==> src/rtl/kmi_pkg.sv <==
// kmi_pkg: shared state/history enums and counter width for the KMI line arbiter
package kmi_pkg;
  localparam int KMI_CNT_W = 16;
  typedef enum logic [2:0] {IDLE, INHIBIT, TX, RX, GAP} kmi_arb_state_t;
  typedef enum logic [1:0] {LAST_NONE, LAST_TX, LAST_RX} kmi_last_t;
endpackage

==> src/rtl/kmi_cycle_counter.sv <==
// kmi_cycle_counter: saturating 16-bit cycle counter with clear, enable and terminal-count compare
module kmi_cycle_counter
  import kmi_pkg::*;
(
  input  logic                 ref_clk,
  input  logic                 nreset,
  input  logic                 clr,
  input  logic                 en,
  input  logic [KMI_CNT_W-1:0] limit,
  output logic                 tc
);
  logic [KMI_CNT_W-1:0] cnt;
  always_ff @(posedge ref_clk or negedge nreset)
    if (!nreset) cnt <= '0;
    else cnt <= clr ? '0 : (en && cnt != '1) ? cnt + 1'b1 : cnt;
  assign tc = cnt == limit;
endmodule

==> src/rtl/kmi_line_arbiter.sv <==
// kmi_line_arbiter: KMI clock-line arbiter (inhibit, TX/RX grant, gap); watchdog enabled by KMI_WATCHDOG_EN
module kmi_line_arbiter
  import kmi_pkg::*;
#(
  parameter int INHIBIT_CYCLES = 16,
  parameter int TIMEOUT_CYCLES = 1024
) (
  input  logic ref_clk,
  input  logic nreset,
  input  logic tx_req,
  input  logic rx_req,
  input  logic tx_done,
  input  logic rx_done,
  input  logic err_clr,
  output logic kmi_inhibit,
  output logic tx_grant,
  output logic rx_grant,
  output logic received,
  output logic busy,
  output logic timeout_err
);
  kmi_arb_state_t state, state_d;
  kmi_last_t last;
  logic tc, timeout;
  logic [KMI_CNT_W-1:0] limit;
  assign limit = state == INHIBIT ? KMI_CNT_W'(INHIBIT_CYCLES - 1) : KMI_CNT_W'(TIMEOUT_CYCLES - 1);
  kmi_cycle_counter u_cnt (
    .ref_clk(ref_clk),
    .nreset(nreset),
    .clr(state_d != state),
    .en(state != IDLE),
    .limit(limit),
    .tc(tc)
  );
`ifdef KMI_WATCHDOG_EN
  assign timeout = tc && ((state == TX && !tx_done) || (state == RX && !rx_done));
  always_ff @(posedge ref_clk or negedge nreset)
    if (!nreset) timeout_err <= 1'b0;
    else timeout_err <= timeout ? 1'b1 : err_clr ? 1'b0 : timeout_err;
`else
  logic unused_err_clr;
  assign unused_err_clr = err_clr;
  assign timeout = 1'b0;
  assign timeout_err = 1'b0;
`endif
  always_comb begin
    state_d = state;
    case (state)
      IDLE:    state_d = (tx_req && (!rx_req || last != LAST_TX)) ? INHIBIT : rx_req ? RX : IDLE;
      INHIBIT: state_d = tc ? TX : INHIBIT;
      TX:      state_d = (tx_done || timeout) ? GAP : TX;
      RX:      state_d = (rx_done || timeout) ? GAP : RX;
      default: state_d = IDLE;
    endcase
  end
  always_ff @(posedge ref_clk or negedge nreset)
    if (!nreset) begin
      state       <= IDLE;
      last        <= LAST_NONE;
      kmi_inhibit <= 1'b0;
      tx_grant    <= 1'b0;
      rx_grant    <= 1'b0;
      received    <= 1'b0;
      busy        <= 1'b0;
    end else begin
      state       <= state_d;
      last        <= state_d == GAP ? (state == TX ? LAST_TX : LAST_RX) : last;
      kmi_inhibit <= state_d == INHIBIT;
      tx_grant    <= state_d == TX;
      rx_grant    <= state_d == RX;
      received    <= state == RX && rx_done;
      busy        <= state_d != IDLE;
    end
endmodule

==> config.mk <==
export PLATFORM = sky130hd
export DESIGN_NAME = kmi_line_arbiter
export DESIGN_NICKNAME = d
export VERILOG_FILES = /design/src/rtl/kmi_pkg.sv /design/src/rtl/kmi_cycle_counter.sv /design/src/rtl/kmi_line_arbiter.sv
export SDC_FILE = /design/constraint.sdc
export NUM_CORES = 1
export LEC_CHECK = 0
export CORE_MARGIN = 1.5
export CORE_UTILIZATION = 50
export CTS_BUF_LIST = sky130_fd_sc_hd__clkbuf_8 sky130_fd_sc_hd__clkbuf_16
export DETAILED_ROUTE_END_ITERATION = 8
export PLACE_DENSITY_LB_ADDON = 0.1
export SYNTH_ARGS = -nofsm -noshare
export SYNTH_HDL_FRONTEND = slang
export SYNTH_SLANG_ARGS = --single-unit
==> constraint.sdc <==
create_clock -name ref_clk -period 1.8 [get_ports ref_clk]
set_input_delay 0.27 -clock ref_clk [delete_from_list [all_inputs] [get_ports ref_clk]]
set_output_delay 0.27 -clock ref_clk [all_outputs]
set_load 0.005 [all_outputs]
==> run_results.csv, run 1 <==
group,metric,value,unit
outcome,status,"finished, final reports clean",
yosys,synthSimpleGateAreaFrac,26.76,%
critical_path,worstPathArrival,1.97,ns
detailed_routing,drt_iter0_markers,26,
global_routing,grt.total_usage,21.11,%
yosys,synth-xor-area-share,0,%
floorplan,rows,19,
placed_design,numPortBuffers,10,
critical_path,ff2ff_setup_slack,0.03,ns
floorplan,num_io_pins,13,
floorplan,die_area,3143,sq um
critical_path,cp.required,2.00,ns
clock_tree,insertion_delay,0.27,ns
floorplan,die_w,56.06,um
yosys,synth_compound_area_share,17.51,%
critical_path,critPathSlowestCell,"or4_4",
placed_design,post-dp-hpwl,2.231,mm
cells_and_area,fill_cells,246,
critical_path,path_cells,"ha_2 > nand3_2 > or3_4 > or4_4 > a21oi_2",
critical_path,reg2reg_from,"u_cnt.cnt[1]",
critical_path,crit_path_max_incr_delay,0.49,ns
clock_tree,cts.path.max_buffers,2,
timing,fin_worst_skew,0.002529,ns
detailed_routing,viasPerCell,6.095,
power_and_ir_drop,peakVddDrop,0.8752,mV
detailed_routing,drt-wirelength-per-cell,14.37,um
critical_path,cp-start-kind,"register",
cells_and_area,nets,189,
power_and_ir_drop,seqPwrFrac,38.6,%
timing,finalSetupViolCount,0,
yosys,synth_seq_area_share,46.22,%
yosys,synth-async-reset-ratio,100.0,%
cells_and_area,areaGrowthSynthToFinish,23.47,%
cells_and_area,drive_gt1_share,23.33,%
global_routing,antenna_found_initial,0,
timing,maxSlewViolCount,0,
yosys,yosys_warnings,0,
timing,hold_viol_final,0,
cells_and_area,mostFrequentLayoutCell,"dfrtp_1",
clock_tree,cts_tree,"built",
global_routing,grt_pass1_wl,5.361,mm
run,maxCapViolCount,0,
timing,worst_slack,0.03381,ns
power_and_ir_drop,p_sw_share,34.77,%
global_routing,grt_max_degree,27,
floorplan,coreArea,2710,sq um
detailed_routing,drc,0,
cells_and_area,diodes,0,
cells_and_area,multi_input_area,703.2,sq um
power_and_ir_drop,power.net_switching,691.9,uW
global_routing,grt_overflow,0,
yosys,syn_inst,152,
detailed_routing,final_antenna_net_count,0,
placed_design,place_area,1647,sq um
cells_and_area,final_area,1738,sq um
detailed_routing,via_count,1286,
global_routing,grt_pass1_vias,1259,
yosys,synth_top_family_by_area,"simple AND/OR/NAND/NOR gates",
yosys,synth_area,1408,sq um
floorplan,die_y,56.06,um
clock_tree,clk_pin_slew_worst_paths,0.09,ns
yosys,synth_flop_cell,"dfrtp_1",
clock_tree,htree_levels,1,
power_and_ir_drop,p_clk_share,18.9,%
cells_and_area,mostFrequentLayoutCells,"24 x dfrtp_1, 21 x buf_4, 13 x nand2_1, 13 x a21oi_1, 10 x clkdlybuf4s50_1",
critical_path,worst-path-buf-inv,0,
detailed_routing,drt_pass1_iterations,4,
placed_design,gp_congestion,0.8778,
critical_path,reg2reg_depth,5,
clock_tree,cts_buffers,3,
power_and_ir_drop,p_per_area,1145,nW/um^2
placed_design,preCtsSetupSlack,-0.03365,ns
yosys,synth_edf_count,0,
timing,rsz0062_at_grt,"true",
clock_tree,clock-sinks,26,
floorplan,start_util,51.94,%
yosys,syn-num-nets,160,
power_and_ir_drop,p_int,1.298,mW
power_and_ir_drop,p_leak,0.6868,nW
yosys,postSynthAreaPerCell,9.261,sq um
timing,fin_crit,1.766,ns
yosys,synthMuxAreaShare,2.133,%
min_path,hp-class,"in -> async",
cells_and_area,seq_area,653.1,sq um
critical_path,path_max_fanout,6,
critical_path,worstSetupEndpointType,"register",
clock_tree,cts_hold_buf,0,
timing,fin_crit_sh,98.12,%
yosys,yosys_register_bits,26,
critical_path,reg2reg_to,"u_cnt.cnt[14]",
detailed_routing,finalWirelength,3.033,mm
clock_tree,root_buffer,"clkbuf_8",
critical_path,critPathKind,"reg -> reg",
yosys,synth_fa_ha_area_share,0.8889,%
timing,timing.fmax,566.2,MHz
critical_path,cp_top_family,"simple AND/OR/NAND/NOR gates",
power_and_ir_drop,power_frac_comb,42.5,%
yosys,synth.distinct_cells,37,
-- through the flow --
stage,hold WS [ns],cells,setup TNS [ns],power (mW),util (%)
final,0.3580,211,0,1.990,64.13
after floorplan,-0.02559,152,0,1.290,-
after global placement,0.4731,206,0,1.575,60.76
after detailed placement,0.4781,206,-0.04814,1.614,60.76
after CTS,0.3659,211,0,2.001,63.39
after global routing,0.3812,211,-0.2084,2.135,64.13
-- worst max-delay path by stage --
stage | slack [ns] | cells after the start | startpoint | endpoint
global placement | 0.008 | 5 | u_cnt.cnt[1] | u_cnt.cnt[12]
detailed placement | -0.03 | 5 | u_cnt.cnt[1] | u_cnt.cnt[14]
finish | 0.03 | 5 | u_cnt.cnt[1] | u_cnt.cnt[14]
global route | -0.04 | 6 | u_cnt.cnt[10] | u_cnt.cnt[3]
floorplan | 0.0005 | 6 | u_cnt.cnt[0] | u_cnt.cnt[12]
CTS | 0.01 | 5 | u_cnt.cnt[0] | u_cnt.cnt[14]
-- flip-flops by register name, summed over array words and instances, names as in the netlist --
register / flops
busy: 1
tx_grant: 1
last: 2
state: 3
received: 1
rx_grant: 1
u_cnt.cnt: 16
kmi_inhibit: 1
-- layer usage --
metal | share of wire (%) | track usage [%] | vias up
met5 | 0 | 0 | -
met2 | 53 | 36.81 | 29
li1 | - | - | 626
met1 | 42 | 25.34 | 629
met4 | 1.0 | 9.184 | 0
met3 | 3.6 | 3.721 | 2
-- area by class of cell --
type | instances | share of cell area, %
clock buffer | 4 | 3.168
inverter | 8 | 1.728
multi-input combinational | 111 | 40.46
sequential | 26 | 37.58
tap | 31 | 2.232
timing repair buffer | 31 | 14.83
-- kinds of logic after synthesis --
family / after synthesis
mux: 3
simple gates: 67
fa+ha+maj: 1
other cells: 1
flops: 26
compound gates: 39
buf+inv: 15
-- synth_stat cells, types with 2 or more instances --
library cell | count | share of area, %
dfrtp_1 | 26 | 46
a21oi_1 | 15 | 5.3
nand2_1 | 13 | 3.5
inv_1 | 8 | 2.1
nor2_1 | 8 | 2.1
nor3_1 | 7 | 2.5
nor4_1 | 7 | 3.1
o31ai_1 | 7 | 3.7
nand4_1 | 6 | 2.7
o21ai_0 | 6 | 2.1
or4_1 | 6 | 3.2
or3_1 | 5 | 2.2
nand3_1 | 4 | 1.4
buf_6 | 3 | 2.4
mux2i_1 | 3 | 2.1
nor2b_1 | 3 | 1.3
o211ai_1 | 3 | 1.6
buf_4 | 2 | 1.1
or3_2 | 2 | 1.1
-- power by group through the flow --
| stage | Clock (mW) | Sequential (mW) | Combinational (mW) |
|---|---|---|---|
| finish | 0.375 | 0.768 | 0.846 |
| global placement | 0 | 0.774 | 0.801 |
| detailed placement | 0 | 0.781 | 0.833 |
| CTS | 0.385 | 0.771 | 0.846 |
| global route | 0.404 | 0.782 | 0.949 |
| floorplan | 0 | 0.781 | 0.509 |
-- what timing repair did --
action	in CTS	in global routing
pin swaps	1	5
buffers inserted	1	0
gates resized for setup	2	6
setup endpoints to repair	2	10
(Power assumes the default switching activity.)
==> run 2, diff against run 1 <==
--- a/config.mk
+++ b/config.mk
@@ -9,7 +9,7 @@
 export CORE_UTILIZATION = 50
 export CTS_BUF_LIST = sky130_fd_sc_hd__clkbuf_8 sky130_fd_sc_hd__clkbuf_16
 export DETAILED_ROUTE_END_ITERATION = 8
-export PLACE_DENSITY_LB_ADDON = 0.1
+export PLACE_DENSITY = 0.74
 export SYNTH_ARGS = -nofsm -noshare
 export SYNTH_HDL_FRONTEND = slang
 export SYNTH_SLANG_ARGS = --single-unit
==> run 2 against run 1 <==
Compared with the run above:
- clock power shrank 16%
- register-to-register slack barely moved
- critical path depth unchanged
- sequential share of layout area increased by 0.11 points
- final area is 0.29% lower
- largest power group unchanged
==> run_results.csv, run 2 (synthesized netlist as in run 1, its figures left out) <==
group,metric,value,unit
placed_design,gp_congestion,0.8408,
clock_tree,insertion_delay,0.26,ns
power_and_ir_drop,p_int,1.234,mW
detailed_routing,drc,0,
detailed_routing,wl_met3,89,um
critical_path,reg2reg_depth,5,
cells_and_area,nets,192,
detailed_routing,wl_met2,1.659,mm
detailed_routing,drt-wirelength-per-cell,14.74,um
clock_tree,cts_buffers,3,
clock_tree,htree_levels,1,
global_routing,grt.total_usage,20.46,%
placed_design,post-dp-hpwl,2.337,mm
critical_path,cp_top_family,"simple AND/OR/NAND/NOR gates",
cells_and_area,top_register,"u_cnt.cnt",
floorplan,coreArea,2710,sq um
global_routing,antenna_found_initial,0,
detailed_routing,via_count,1293,
critical_path,worstPathArrival,1.95,ns
outcome,status,"finished, final reports clean",
floorplan,die_y,56.06,um
timing,fin_crit,1.760,ns
timing,timing.fmax,568.1,MHz
critical_path,path_max_fanout,7,
critical_path,worstSetupEndpointType,"register",
timing,hold_viol_final,0,
power_and_ir_drop,p_sw_share,35.42,%
timing,fin_setup_tns,0,ns
critical_path,cp.required,1.99,ns
power_and_ir_drop,p_leak,0.6892,nW
power_and_ir_drop,power_frac_comb,43.2,%
floorplan,die_w,56.06,um
floorplan,rows,19,
run,maxCapViolCount,0,
global_routing,grt_pass1_vias,1259,
clock_tree,root_buffer,"clkbuf_8",
placed_design,place_area,1677,sq um
critical_path,worst-path-buf-inv,0,
power_and_ir_drop,seqPwrFrac,40.2,%
global_routing,grt_pass1_wl,5.216,mm
timing,finalSetupViolCount,0,
clock_tree,clk_pin_slew_worst_paths,0.08,ns
cells_and_area,drive_gt1_share,22.53,%
detailed_routing,final_antenna_net_count,0,
cells_and_area,post-route-util,63.94,%
clock_tree,clock-sinks,26,
detailed_routing,drt_pass1_iterations,4,
cells_and_area,largest_reg_flops,16,
power_and_ir_drop,p_per_area,1102,nW/um^2
detailed_routing,drt_iter0_markers,35,
detailed_routing,top_layer_used,"met4",
critical_path,ff2ff_setup_slack,0.04,ns
timing,holdWs,0.3662,ns
floorplan,start_util,51.94,%
timing,fin_worst_skew,0.003249,ns
global_routing,grt_overflow,0,
critical_path,reg2reg_to,"u_cnt.cnt[14]",
critical_path,reg2reg_from,"u_cnt.cnt[1]",
critical_path,path_cells,"ha_2 > nand3_2 > or3_4 > or4_1 > a21oi_1",
global_routing,grt_max_degree,27,
cells_and_area,reg.largest.list,"u_cnt.cnt x16, state x3, last x2",
power_and_ir_drop,peakVddDrop,0.7945,mV
min_path,hp-class,"in -> async",
critical_path,critPathKind,"reg -> reg",
floorplan,num_io_pins,13,
critical_path,cp-start-kind,"register",
critical_path,crit_path_max_incr_delay,0.47,ns
clock_tree,cts_setup_buffers,0,
clock_tree,cts_tree,"built",
power_and_ir_drop,power.net_switching,676.6,uW
clock_tree,cts.path.max_buffers,2,
cells_and_area,fill_cells,240,
timing,fin_crit_sh,97.80,%
timing,maxSlewViolCount,0,
timing,rsz0062_at_grt,"true",
power_and_ir_drop,p_clk_share,16.6,%
critical_path,critPathSlowestCell,"or4_1",
floorplan,die_area,3143,sq um
cells_and_area,areaGrowthSynthToFinish,23.11,%
detailed_routing,finalWirelength,3.139,mm
detailed_routing,wirelength_met1,1.353,mm
critical_path,worst-path-stages,5,
detailed_routing,viasPerCell,6.070,
placed_design,numPortBuffers,10,
cells_and_area,mostFrequentLayoutCells,"24 x dfrtp_1, 24 x buf_4, 14 x a21oi_1",
cells_and_area,final_area,1733,sq um
cells_and_area,diodes,0,
==> run 2: per-layer routing <==
layer | track usage, % | vias up
li1 | - | 630
met5 | 0 | -
met2 | 38.66 | 25
met3 | 2.326 | 4
met4 | 7.143 | 0
met1 | 23.56 | 634
==> run 2: how the worst max path moves through the flow <==
stage	start	end	slack, ns
final	u_cnt.cnt[1]	u_cnt.cnt[14]	0.04
after global routing	u_cnt.cnt[0]	u_cnt.cnt[14]	-0.02
after CTS	u_cnt.cnt[1]	u_cnt.cnt[12]	0.03
after detailed placement	rx_done	u_cnt.cnt[2]	-0.04
after global placement	u_cnt.cnt[1]	u_cnt.cnt[12]	0.03
after floorplan	u_cnt.cnt[0]	u_cnt.cnt[12]	0.0005
==> run 2: what timing repair did <==
action,CTS,global route
setup endpoints to repair,3,7
gates resized for setup,1,4
pin swaps,0,3
hold buffers,0,0
==> run 2: area by class of cell <==
| cell class | instances | area (sq um) | share of cell area (%) |
|---|---|---|---|
| Multi-Input combinational cell | 111 | 689.4 | 39.78 |
| Sequential cell | 26 | 653.1 | 37.69 |
| Timing Repair Buffer | 34 | 280.3 | 16.17 |
| Clock buffer | 3 | 41.29 | 2.383 |
| Tap cell | 31 | 38.79 | 2.238 |
| Inverter | 8 | 30.03 | 1.733 |
==> run 2: worst reg2reg max path, cell delays in order, from the launching register on <==
cell,delay (ns)
dfrtp_1,0.37
ha_2,0.19
nand3_2,0.09
or3_4,0.42
or4_1,0.47
a21oi_1,0.15
==> run 2: power by group through the flow <==
stage	clock, mW	combinational (mW)	sequential, mW
final	0.316	0.825	0.769
after global routing	0.345	0.917	0.778
after CTS	0.323	0.813	0.770
after detailed placement	0	0.817	0.778
after global placement	0	0.777	0.772
after floorplan	0	0.509	0.781
==> run 2: through the flow <==
stage | total power [mW] | cells | setup WS, ns
after floorplan | 1.290 | 152 | 0.0004944
after global placement | 1.549 | 210 | 0.02567
after detailed placement | 1.595 | 210 | -0.03632
after CTS | 1.906 | 213 | 0.02942
after global routing | 2.040 | 213 | -0.02307
final | 1.910 | 213 | 0.03959
